## config.mk

```make
export PLATFORM = sky130hd
export DESIGN_NAME = batt_supervisor
export DESIGN_NICKNAME = d
export VERILOG_FILES = /design/src/rtl/batt_supervisor.sv
export SDC_FILE = /design/constraint.sdc
export NUM_CORES = 1
export LEC_CHECK = 0
export CORE_UTILIZATION = 40
export CTS_CLUSTER_DIAMETER = 60
export DETAILED_ROUTE_END_ITERATION = 8
export GPL_TIMING_DRIVEN = 0
export SYNTH_ARGS = -nofsm -noshare
export SYNTH_HDL_FRONTEND = slang
export SYNTH_SLANG_ARGS = --single-unit
```

## constraint.sdc

```tcl
create_clock -name clk -period 5 [get_ports clk]
set_clock_uncertainty 0.15 [all_clocks]
set_input_delay 1.25 -clock clk [delete_from_list [all_inputs] [get_ports clk]]
set_output_delay 1.25 -clock clk [all_outputs]
set_load 0.02 [all_outputs]
```

## src/rtl/batt_supervisor.sv

```systemverilog
`default_nettype none
// ============================================================================
// Module   : batt_supervisor
// Purpose  : Battery supervisor. It filters each new battery conversion with a
//            first-order IIR filter. It then classifies the filtered level into
//            NORM / WARN / CRIT, using hysteresis and consecutive-sample
//            debounce. A sustained critical level escalates to a latched
//            shutdown request.
// Ports    : clk        - system clock
//            rst        - asynchronous, active-high reset
//            en         - power-up enable; low forces INIT and clears outputs
//            smpl_vld   - one-cycle strobe, batt holds a new conversion
//            batt       - raw battery reading [WIDTH]
//            filt_batt  - filtered battery value, registered [WIDTH]
//            batt_low   - state is WARN, CRIT or SHUTDN
//            batt_crit  - state is CRIT or SHUTDN
//            shutdn_req - state is SHUTDN (sticky until en=0 or rst)
//            min_batt   - minimum filtered value since last INIT [WIDTH]
//                         (only present with BATT_SUPERVISOR_MINCAP_EN)
// Options  : `define BATT_SUPERVISOR_MINCAP_EN adds the min_batt capture.
// Revision : 1.0 - initial release
// ============================================================================
module batt_supervisor #(
   parameter int               WIDTH       = 12,
   parameter logic [WIDTH-1:0] WARN_THRESH = 12'h800,
   parameter logic [WIDTH-1:0] CRIT_THRESH = 12'h700,
   parameter logic [WIDTH-1:0] HYST        = 12'h040,
   parameter int               DEB_CNT     = 4,
   parameter int               SHUT_CNT    = 16,
   parameter int               AVG_SHIFT   = 2
) (
   input  logic             clk,
   input  logic             rst,
   input  logic             en,
   input  logic             smpl_vld,
   input  logic [WIDTH-1:0] batt,
   output logic [WIDTH-1:0] filt_batt,
   output logic             batt_low,
   output logic             batt_crit,
   output logic             shutdn_req
`ifdef BATT_SUPERVISOR_MINCAP_EN
   ,
   output logic [WIDTH-1:0] min_batt
`endif
);

   localparam int DEB_W  = $clog2(DEB_CNT + 1);
   localparam int SHUT_W = $clog2(SHUT_CNT + 1);

   localparam logic [DEB_W-1:0]  C_DEB_MAX  = DEB_W'(DEB_CNT);
   localparam logic [SHUT_W-1:0] C_SHUT_MAX = SHUT_W'(SHUT_CNT);

   // Recovery levels are kept one bit wider than the data. If a sum exceeds
   // full scale, no sample can ever reach it.
   localparam logic [WIDTH:0] C_WARN_EXIT = {1'b0, WARN_THRESH} + {1'b0, HYST};
   localparam logic [WIDTH:0] C_CRIT_EXIT = {1'b0, CRIT_THRESH} + {1'b0, HYST};

   typedef enum logic [2:0] {
      S_INIT   = 3'd0,
      S_NORM   = 3'd1,
      S_WARN   = 3'd2,
      S_CRIT   = 3'd3,
      S_SHUTDN = 3'd4
   } state_t;

   state_t             state_q, state_d;
   logic [WIDTH-1:0]   filt_q,  filt_d;
   logic [DEB_W-1:0]   deb_q,   deb_d;
   logic [SHUT_W-1:0]  shut_q,  shut_d;

   logic signed [WIDTH:0] diff_w;
   logic signed [WIDTH:0] step_w;
   logic signed [WIDTH:0] sum_w;
   logic [WIDTH-1:0]      f_new_w;
   logic                  lt_warn_w;
   logic                  lt_crit_w;
   logic                  ge_warn_exit_w;
   logic                  ge_crit_exit_w;
   logic [DEB_W-1:0]      deb_inc_w;
   logic [SHUT_W-1:0]     shut_inc_w;

   // ------------------------------------------------------------------------
   // IIR filter. The arithmetic shift of the signed difference keeps the
   // result between the old filtered value and the new sample, so the sum
   // always fits in WIDTH bits.
   // ------------------------------------------------------------------------
   always_comb begin
      diff_w  = $signed({1'b0, batt}) - $signed({1'b0, filt_q});
      step_w  = diff_w >>> AVG_SHIFT;
      sum_w   = $signed({1'b0, filt_q}) + step_w;
      f_new_w = (state_q == S_INIT) ? batt : sum_w[WIDTH-1:0];
   end

   assign lt_warn_w      = (f_new_w < WARN_THRESH);
   assign lt_crit_w      = (f_new_w < CRIT_THRESH);
   assign ge_warn_exit_w = ({1'b0, f_new_w} >= C_WARN_EXIT);
   assign ge_crit_exit_w = ({1'b0, f_new_w} >= C_CRIT_EXIT);

   // While a count is running, deb_q stays below DEB_CNT and shut_q stays
   // below SHUT_CNT, so these increments never wrap.
   assign deb_inc_w  = deb_q + DEB_W'(1);
   assign shut_inc_w = shut_q + SHUT_W'(1);

`ifdef BATT_SUPERVISOR_MINCAP_EN
   logic [WIDTH-1:0] min_q, min_d;

   always_comb begin
      min_d = min_q;
      if (!en) begin
         min_d = '1;
      end else if (smpl_vld) begin
         if (state_q == S_INIT || f_new_w < min_q) begin
            min_d = f_new_w;
         end
      end
   end

   always_ff @(posedge clk or posedge rst) begin
      if (rst) begin
         min_q <= '1;
      end else begin
         min_q <= min_d;
      end
   end

   assign min_batt = min_q;
`endif

   // ------------------------------------------------------------------------
   // Next-state logic. The debounce counter counts consecutive samples that
   // qualify for some exit from the current state. In WARN, the CRIT
   // condition decides the target when both could apply.
   // ------------------------------------------------------------------------
   always_comb begin
      state_d = state_q;
      filt_d  = filt_q;
      deb_d   = deb_q;
      shut_d  = shut_q;

      if (!en) begin
         state_d = S_INIT;
         filt_d  = '0;
         deb_d   = '0;
         shut_d  = '0;
      end else if (smpl_vld) begin
         filt_d = f_new_w;
         unique case (state_q)
            S_INIT: begin
               state_d = S_NORM;
               deb_d   = '0;
               shut_d  = '0;
            end
            S_NORM: begin
               if (lt_warn_w) begin
                  if (deb_inc_w == C_DEB_MAX) begin
                     state_d = S_WARN;
                     deb_d   = '0;
                  end else begin
                     deb_d = deb_inc_w;
                  end
               end else begin
                  deb_d = '0;
               end
            end
            S_WARN: begin
               if (lt_crit_w || ge_warn_exit_w) begin
                  if (deb_inc_w == C_DEB_MAX) begin
                     state_d = lt_crit_w ? S_CRIT : S_NORM;
                     deb_d   = '0;
                  end else begin
                     deb_d = deb_inc_w;
                  end
               end else begin
                  deb_d = '0;
               end
            end
            S_CRIT: begin
               if (lt_crit_w) begin
                  deb_d = '0;
                  if (shut_inc_w == C_SHUT_MAX) begin
                     state_d = S_SHUTDN;
                     shut_d  = '0;
                  end else begin
                     shut_d = shut_inc_w;
                  end
               end else begin
                  shut_d = '0;
                  if (ge_crit_exit_w) begin
                     if (deb_inc_w == C_DEB_MAX) begin
                        state_d = S_WARN;
                        deb_d   = '0;
                     end else begin
                        deb_d = deb_inc_w;
                     end
                  end else begin
                     deb_d = '0;
                  end
               end
            end
            S_SHUTDN: begin
               deb_d  = '0;
               shut_d = '0;
            end
            default: begin
               state_d = S_INIT;
               deb_d   = '0;
               shut_d  = '0;
            end
         endcase
      end
   end

   always_ff @(posedge clk or posedge rst) begin
      if (rst) begin
         state_q <= S_INIT;
         filt_q  <= '0;
         deb_q   <= '0;
         shut_q  <= '0;
      end else begin
         state_q <= state_d;
         filt_q  <= filt_d;
         deb_q   <= deb_d;
         shut_q  <= shut_d;
      end
   end

   // The flags are decoded from the registered state only.
   assign filt_batt  = filt_q;
   assign batt_low   = (state_q == S_WARN) || (state_q == S_CRIT) || (state_q == S_SHUTDN);
   assign batt_crit  = (state_q == S_CRIT) || (state_q == S_SHUTDN);
   assign shutdn_req = (state_q == S_SHUTDN);

endmodule
`default_nettype wire

```

==> results of run 1 <==
## Yosys cell counts (4+ instances only)
library cell and number:
xor2_1 5, a211o_1 4, nand4_1 4, o21ai_0 19
dfrtp_1 23, nand2_1 36, a21oi_1 21, nor3_1 4
o211a_1 6, nand3b_1 4, nand2b_1 8, and2_1 5
mux2i_1 9, nor2_1 18, o211ai_1 6, inv_1 21
or3_1 4, clkbuf_1 10, xnor2_1 16, nor2b_1 9
ha_1 26, nand3_1 10, a21o_1 7
## cell families (layout without fill, tap and decap cells)
group | after synthesis | in the layout | synth area share
adder cells (fa/ha/maj) | 27 | 27 | 0.133
buffers and inverters | 33 | 94 | 0.0482
flip-flops | 23 | 23 | 0.222
AO/OA/AOI/OAI | 88 | 88 | 0.235
multiplexers | 10 | 10 | 0.0391
AND/OR/NAND/NOR | 115 | 116 | 0.237
XOR/XNOR | 23 | 23 | 0.0859
## area by class of cell
type	count	area share
inverters	21	0.0223
clock inverters	1	0.00142
clock buffers	3	0.0117
multi-input cells	264	0.621
repair buffers	58	0.142
plain buffers	11	0.0120
well taps	75	0.0266
flip-flops and latches	23	0.163
## power by group through the flow
stage / clock network (W) / logic [W] / registers [W]
after CTS: 0.000127 / 0.00185 / 0.000281
after floorplan: 0 / 0.00119 / 0.000307
after global placement: 0 / 0.00154 / 0.000284
final: 0.000121 / 0.00214 / 0.000281
after detailed placement: 0 / 0.00156 / 0.000284
after global routing: 0.000133 / 0.00233 / 0.000288
## metrics by stage
step | setup TNS (ns) | instance area, um2 | power (W) | util
3_5_place_dp | -10.37 | 2980 | 0.00185 | 0.489
3_3_place_gp | -9.82 | 2980 | 0.00183 | 0.489
4_1_cts | -0.000330 | 3310 | 0.00226 | 0.542
5_1_grt | -1.50 | 3530 | 0.00275 | 0.579
6_report | -0.0752 | 3530 | 0.00254 | 0.579
2_1_floorplan | 0 | 2590 | 0.00150 | -
## sequential cells by signal, summed over array words and instances, names as in the netlist
signal     flops
state_q        3
filt_batt     12
shut_q         5
deb_q          3
## timing repair
action                                  in CTS  in global routing
pin swaps                                   24                 31
hold endpoints to repair                     0                  0
gates cloned                                 1                  0
buffers inserted                            18                 11
gates resized for setup                     38                 36
hold buffers                                 0                  0
endpoints found under the setup margin      13                 11
## path summary, 6_finish.rpt
kind	start	to	slack, ns	depth (start not counted)
worst min-delay path	shut_q[4]	shut_q[4]	0.35	1
min in group asynchronous	rst	filt_batt[1]	1.32	2
worst max-delay path	batt[1]	state_q[0]	-0.06	21
worst min register to register	shut_q[4]	shut_q[4]	0.35	1
worst max register to register	filt_batt[1]	state_q[0]	0.45	21
max in group asynchronous	rst	deb_q[0]	2.81	2
## layer usage
| metal | share of wire | global-route usage | up-vias |
|---|---|---|---|
| met5 | 0 | 0 | - |
| met4 | 0.011 | 0.0534 | 0 |
| met3 | 0.030 | 0.0198 | 8 |
| met2 | 0.48 | 0.366 | 60 |
| met1 | 0.48 | 0.305 | 1198 |
| li1 | - | - | 1283 |
==> flow_summary.yaml, run 1 <==
outcome:
  status: "finished with violations"
  violations: "setup timing"
sta:
  max_freq_mhz: 198
  finalCritPeriodShare: 1.01
  rsz0062_at_grt: "true"
  maxSlewHeadroom: 0.385
  drv_slew: 0
  fin_crit_ns: 5.06
  tightestPinTransition_ns: 0.922
  layout_setup_ws_ns: -0.0629
  finalHoldViolCount: 0
  timing.hold.ws_ns: 0.352
  setup_violations: 3
power:
  swShare: 0.498
  power.density_nw_per_um2: 719
  clkPwrFrac: 0.048
  p_seq_frac: 0.111
  p_leak_nw: 1.53
  intPower_w: 0.00127
  power_switching_w: 0.00126
  p_comb_frac: 0.841
  peakVddDrop_uv: 423
logic_synthesis:
  yosysTopAreaCellShare: 0.222
  yosys_warnings: 0
  synth-main-ff-cell: "dfrtp_1"
  yosys.area.top_type: "dfrtp_1"
  ys_top_cells_by_area: "dfrtp_1 (22%), ha_1 (13%), xnor2_1 (5.4%), nand2_1 (5.2%), a21oi_1 (4.1%)"
  synth_edf_count: 0
  seq_area_frac_synth: 0.222
  syn_area_per_cell_um2: 8.13
  netlist_area_um2: 2590
  synth.distinct_cells: 56
  async_flop_share: 1.00
  yosys_register_bits: 23
  syn_inst: 319
  synth_nets: 362
grt:
  antenna_found_initial: 0
  grt_pass1_wl_um: 11300
  grtUsageTotal: 0.220
  grt_max_degree: 24
  grt_overflow: 0
  grt_pass1_vias: 2355
clock_network:
  cts.clk_slew.worst_paths_ns: 0.09
  worstSkewPairLatency_ns: 0.27
  htreeDepth: 1
  clock_path_buffers: 2
  cts_buffers: 3
  clock-root-buffer: "clkbuf_8"
  cts.sinks: 23
  cts_tree: "built"
placement:
  dp.cells: 423
  place_congestion: 0.817
  dpl.hpwl_um: 5010
  dp_slack_ns: -0.980
  numPortBuffers: 29
flow_run:
  maxCapViolations: 0
final_layout:
  fill_cells: 583
  finalNonFillerCells: 456
  multi_input_area_um2: 2190
  nNetsFinal: 425
  area_growth_pct: 36.2
  seq_area_um2: 576
  drive_above_1_share: 0.223
  diodes: 0
  mostFrequentLayoutCells: "nand2_1 (36), buf_4 (29), dfrtp_1 (23)"
  layout_commonest_cell: "nand2_1"
floorplan:
  die_height_um: 82.5
  die-width_um: 82.5
  coreArea_um2: 6100
  start_util: 0.425
  core.rowCount: 28
  die_area_um2: 6810
  io_pins: 31
detailed_routing:
  antenna_left: 0
  wirelength_um: 6970
  firstDrtPassIters: 4
  drt_iter0_drc: 107
  post_drt_wl_per_cell_um: 15.3
  vias: 2549
  route.detailed.drc: 0
  post_drt_via_cell_ratio: 5.59
setup_path:
  slowest_delay_ns: 0.46
  crit_fanout: 3
  worst-path-buf-inv: 1
  arrival_ns: 5.08
  startpoint_type: "input pin"
  crit_path_top_delay_cell: "a2111o_1"
  worstPathCellList: "buf_8 -> ha_4 -> a2111o_1 -> nand3_4 -> nor2_4 -> nor2_2 -> nor2b_1 -> o21a_1 -> nor2_1 -> xnor2_1 -> ha_1 -> a21oi_4 -> nand2b_1 -> xnor2_1 -> o211ai_1 -> o211ai_1 -> o2111ai_2 -> a2111oi_4 -> a21oi_1 -> a211o_1 -> o2bb2ai_2"
  cpLargestDelayFamily: "compound AO/OA/AOI/OAI gates"
  worst-setup-path-type: "in -> reg"
  required_ns: 5.02
  critPathCaptureType: "register"
hold_path:
  hold_class: "reg -> reg"
Note: power is estimated with default switching activity, not from simulation.
==> run 2: changes to the inputs <==
Settings changed: CORE_ASPECT_RATIO set to 0.8.
==> run 2 against run 1 <==
  * The flow still finishes with violations (setup timing)
  * Setup slack gained 0.053 ns
  * Utilization shrank 0.42 points
  * Clock power grew 9.9%
  * Cell area shrank 1.2%
  * Highest routed layer unchanged
  * Register-to-register slack is essentially flat
  * Count of clock-buffer cells in the layout is the same
  * First-iteration DRC count shrank 10%
  * Combinational power shrank 3%
  * Critical path type unchanged
  * Flip-flop and latch count is the same
  * Cell count shrank 0.88%
  * Via count shrank 1.8%
  * Sequential share of layout area grew 0.19 points
==> flow_summary.yaml, run 2 (same netlist as run 1, synthesis figures left out) <==
outcome:
  status: "finished with violations"
  violations: "setup timing"
clock_network:
  hold_buffers: 0
  cts.clk_slew.worst_paths_ns: 0.10
  clock-root-buffer: "clkbuf_8"
  cts.sinks: 23
  worstSkewPairLatency_ns: 0.28
  cts_tree: "built"
  clock_path_buffers: 2
  cts_buffers: 3
  htreeDepth: 1
grt:
  antenna_found_initial: 0
  grtUsageTotal: 0.208
  grt_pass1_vias: 2296
  grt_max_degree: 24
  grt_overflow: 0
  grt_pass1_wl_um: 11000
setup_path:
  slowest_delay_ns: 0.43
  required_ns: 5.03
  cpLargestDelayFamily: "compound AO/OA/AOI/OAI gates"
  arrival_ns: 5.04
  worst-path-buf-inv: 1
  startpoint_type: "input pin"
  crit_path_top_delay_cell: "a2111o_1"
  worst-setup-path-type: "in -> reg"
  critPathCaptureType: "register"
  worstPathCellList: "buf_8 -> ha_4 -> a2111o_1 -> nand3_4 -> o21a_1 -> nor2b_1 -> nor2_1 -> xnor2_1 -> ha_1 -> a21o_1 -> or3_4 -> o21ai_4 -> xnor2_2 -> mux2i_4 -> nor3_4 -> mux2i_2 -> a21oi_2 -> mux2_4"
  crit_fanout: 5
sta:
  layout_setup_ws_ns: -0.00955
  fin_crit_ns: 5.01
  setup_violations: 1
  rsz0062_at_grt: "true"
  timing.hold.ws_ns: 0.368
  maxSlewHeadroom: 0.353
  tightestPinTransition_ns: 0.969
  finalCritPeriodShare: 1.00
  drv_slew: 0
  finalHoldViolCount: 0
  max_freq_mhz: 200
power:
  total_power_w: 0.00250
  peakVddDrop_uv: 243
  p_leak_nw: 1.49
  power.density_nw_per_um2: 715
floorplan:
  core.rowCount: 25
  coreArea_um2: 6070
  die-width_um: 92.0
  io_pins: 31
  start_util: 0.427
  die_area_um2: 6810
  die_height_um: 74.0
flow_run:
  maxCapViolations: 0
placement:
  place_congestion: 0.846
  dp_slack_ns: -0.979
  numPortBuffers: 29
  dpl.hpwl_um: 4960
  dp.cells: 429
  place_area_um2: 2990
detailed_routing:
  post_drt_wl_per_cell_um: 15.9
  route.detailed.drc: 0
  antenna_left: 0
  wirelength_um: 7190
  post_drt_via_cell_ratio: 5.54
  drt_iter0_drc: 96
  vias: 2502
  firstDrtPassIters: 4
final_layout:
  diodes: 0
  nNetsFinal: 415
  area_growth_pct: 34.6
  layout_commonest_cell: "nand2_1"
  drive_above_1_share: 0.202
  fill_cells: 582
  finalNonFillerCells: 452
  final_cell_area_um2: 3490
  mostFrequentLayoutCells: "nand2_1 (36), dfrtp_1 (23), inv_1 (21)"
  largest_register_ffs: 12
hold_path:
  hold_class: "reg -> reg"
run 2: cell types whose count changed in the layout (fill, tap and decap cells not counted), moves of 2 or more:
cell / change
ha_1: -2
buf_4: -10
o21ai_2: -3
o21ai_0: +3
nor2_1: +2
ha_4: +3
run 2: worst register-to-register path, cell delays in order, from the launching register on:
cell	delay, ns
dfrtp_1	0.44
inv_1	0.16
ha_4	0.22
a2111o_1	0.43
nand3_4	0.11
o21a_1	0.16
nor2b_1	0.05
nor2_1	0.12
xnor2_1	0.15
ha_1	0.32
a21o_1	0.20
or3_4	0.38
o21ai_4	0.17
xnor2_2	0.16
mux2i_4	0.13
nor3_4	0.28
mux2i_2	0.35
a21oi_2	0.13
mux2_4	0.31
run 2: worst paths after layout:
kind	start	cells past startpoint	slack (ns)	to
setup / recovery	batt[1]	18	-0.01	state_q[2]
setup reg to reg	filt_batt[1]	18	0.46	state_q[2]
min in group asynchronous	rst	2	1.33	state_q[2]
hold / removal	shut_q[4]	1	0.37	shut_q[4]
hold reg to reg	shut_q[4]	1	0.37	shut_q[4]
max in group asynchronous	rst	2	2.78	filt_batt[7]
run 2: metrics by stage:
step,TNS [ns],utilization
3_3_place_gp,-10.18,0.492
4_1_cts,0,0.542
2_1_floorplan,0,-
6_report,-0.00955,0.575
5_1_grt,-0.632,0.575
3_5_place_dp,-10.00,0.492
run 2: where the power goes:
part           internal (W)  switching [W]
Combinational      0.000959        0.00112
Clock             0.0000568      0.0000763
Sequential         0.000228      0.0000565
Total               0.00124        0.00125
run 2: final cells by class:
class                   instances  area (um2)  share of cell area
repair buffers                 49         444               0.127
clock buffers                   3        41.3              0.0118
clock inverters                 1        7.51             0.00215
well taps                      81         101              0.0290
flip-flops and latches         23         576               0.165
inverters                      21        78.8              0.0226
plain buffers                  11        42.5              0.0122
multi-input cells             263        2200               0.630
run 2: what timing repair did:
item / 4_1_cts / 5_1_grt
setup buffers: 13 / 7
endpoints found under the hold margin: 0 / 0
resized for setup: 40 / 33
pin swaps: 20 / 30
setup endpoints to repair: 12 / 11
run 2: routing by layer:
| metal | GRT usage | wire, um | vias up |
|---|---|---|---|
| met5 | 0 | 0 | - |
| met3 | 0.0307 | 289 | 7 |
| met1 | 0.301 | 3640 | 1185 |
| met4 | 0.0538 | 74 | 0 |
| li1 | - | - | 1254 |
| met2 | 0.325 | 3190 | 56 |
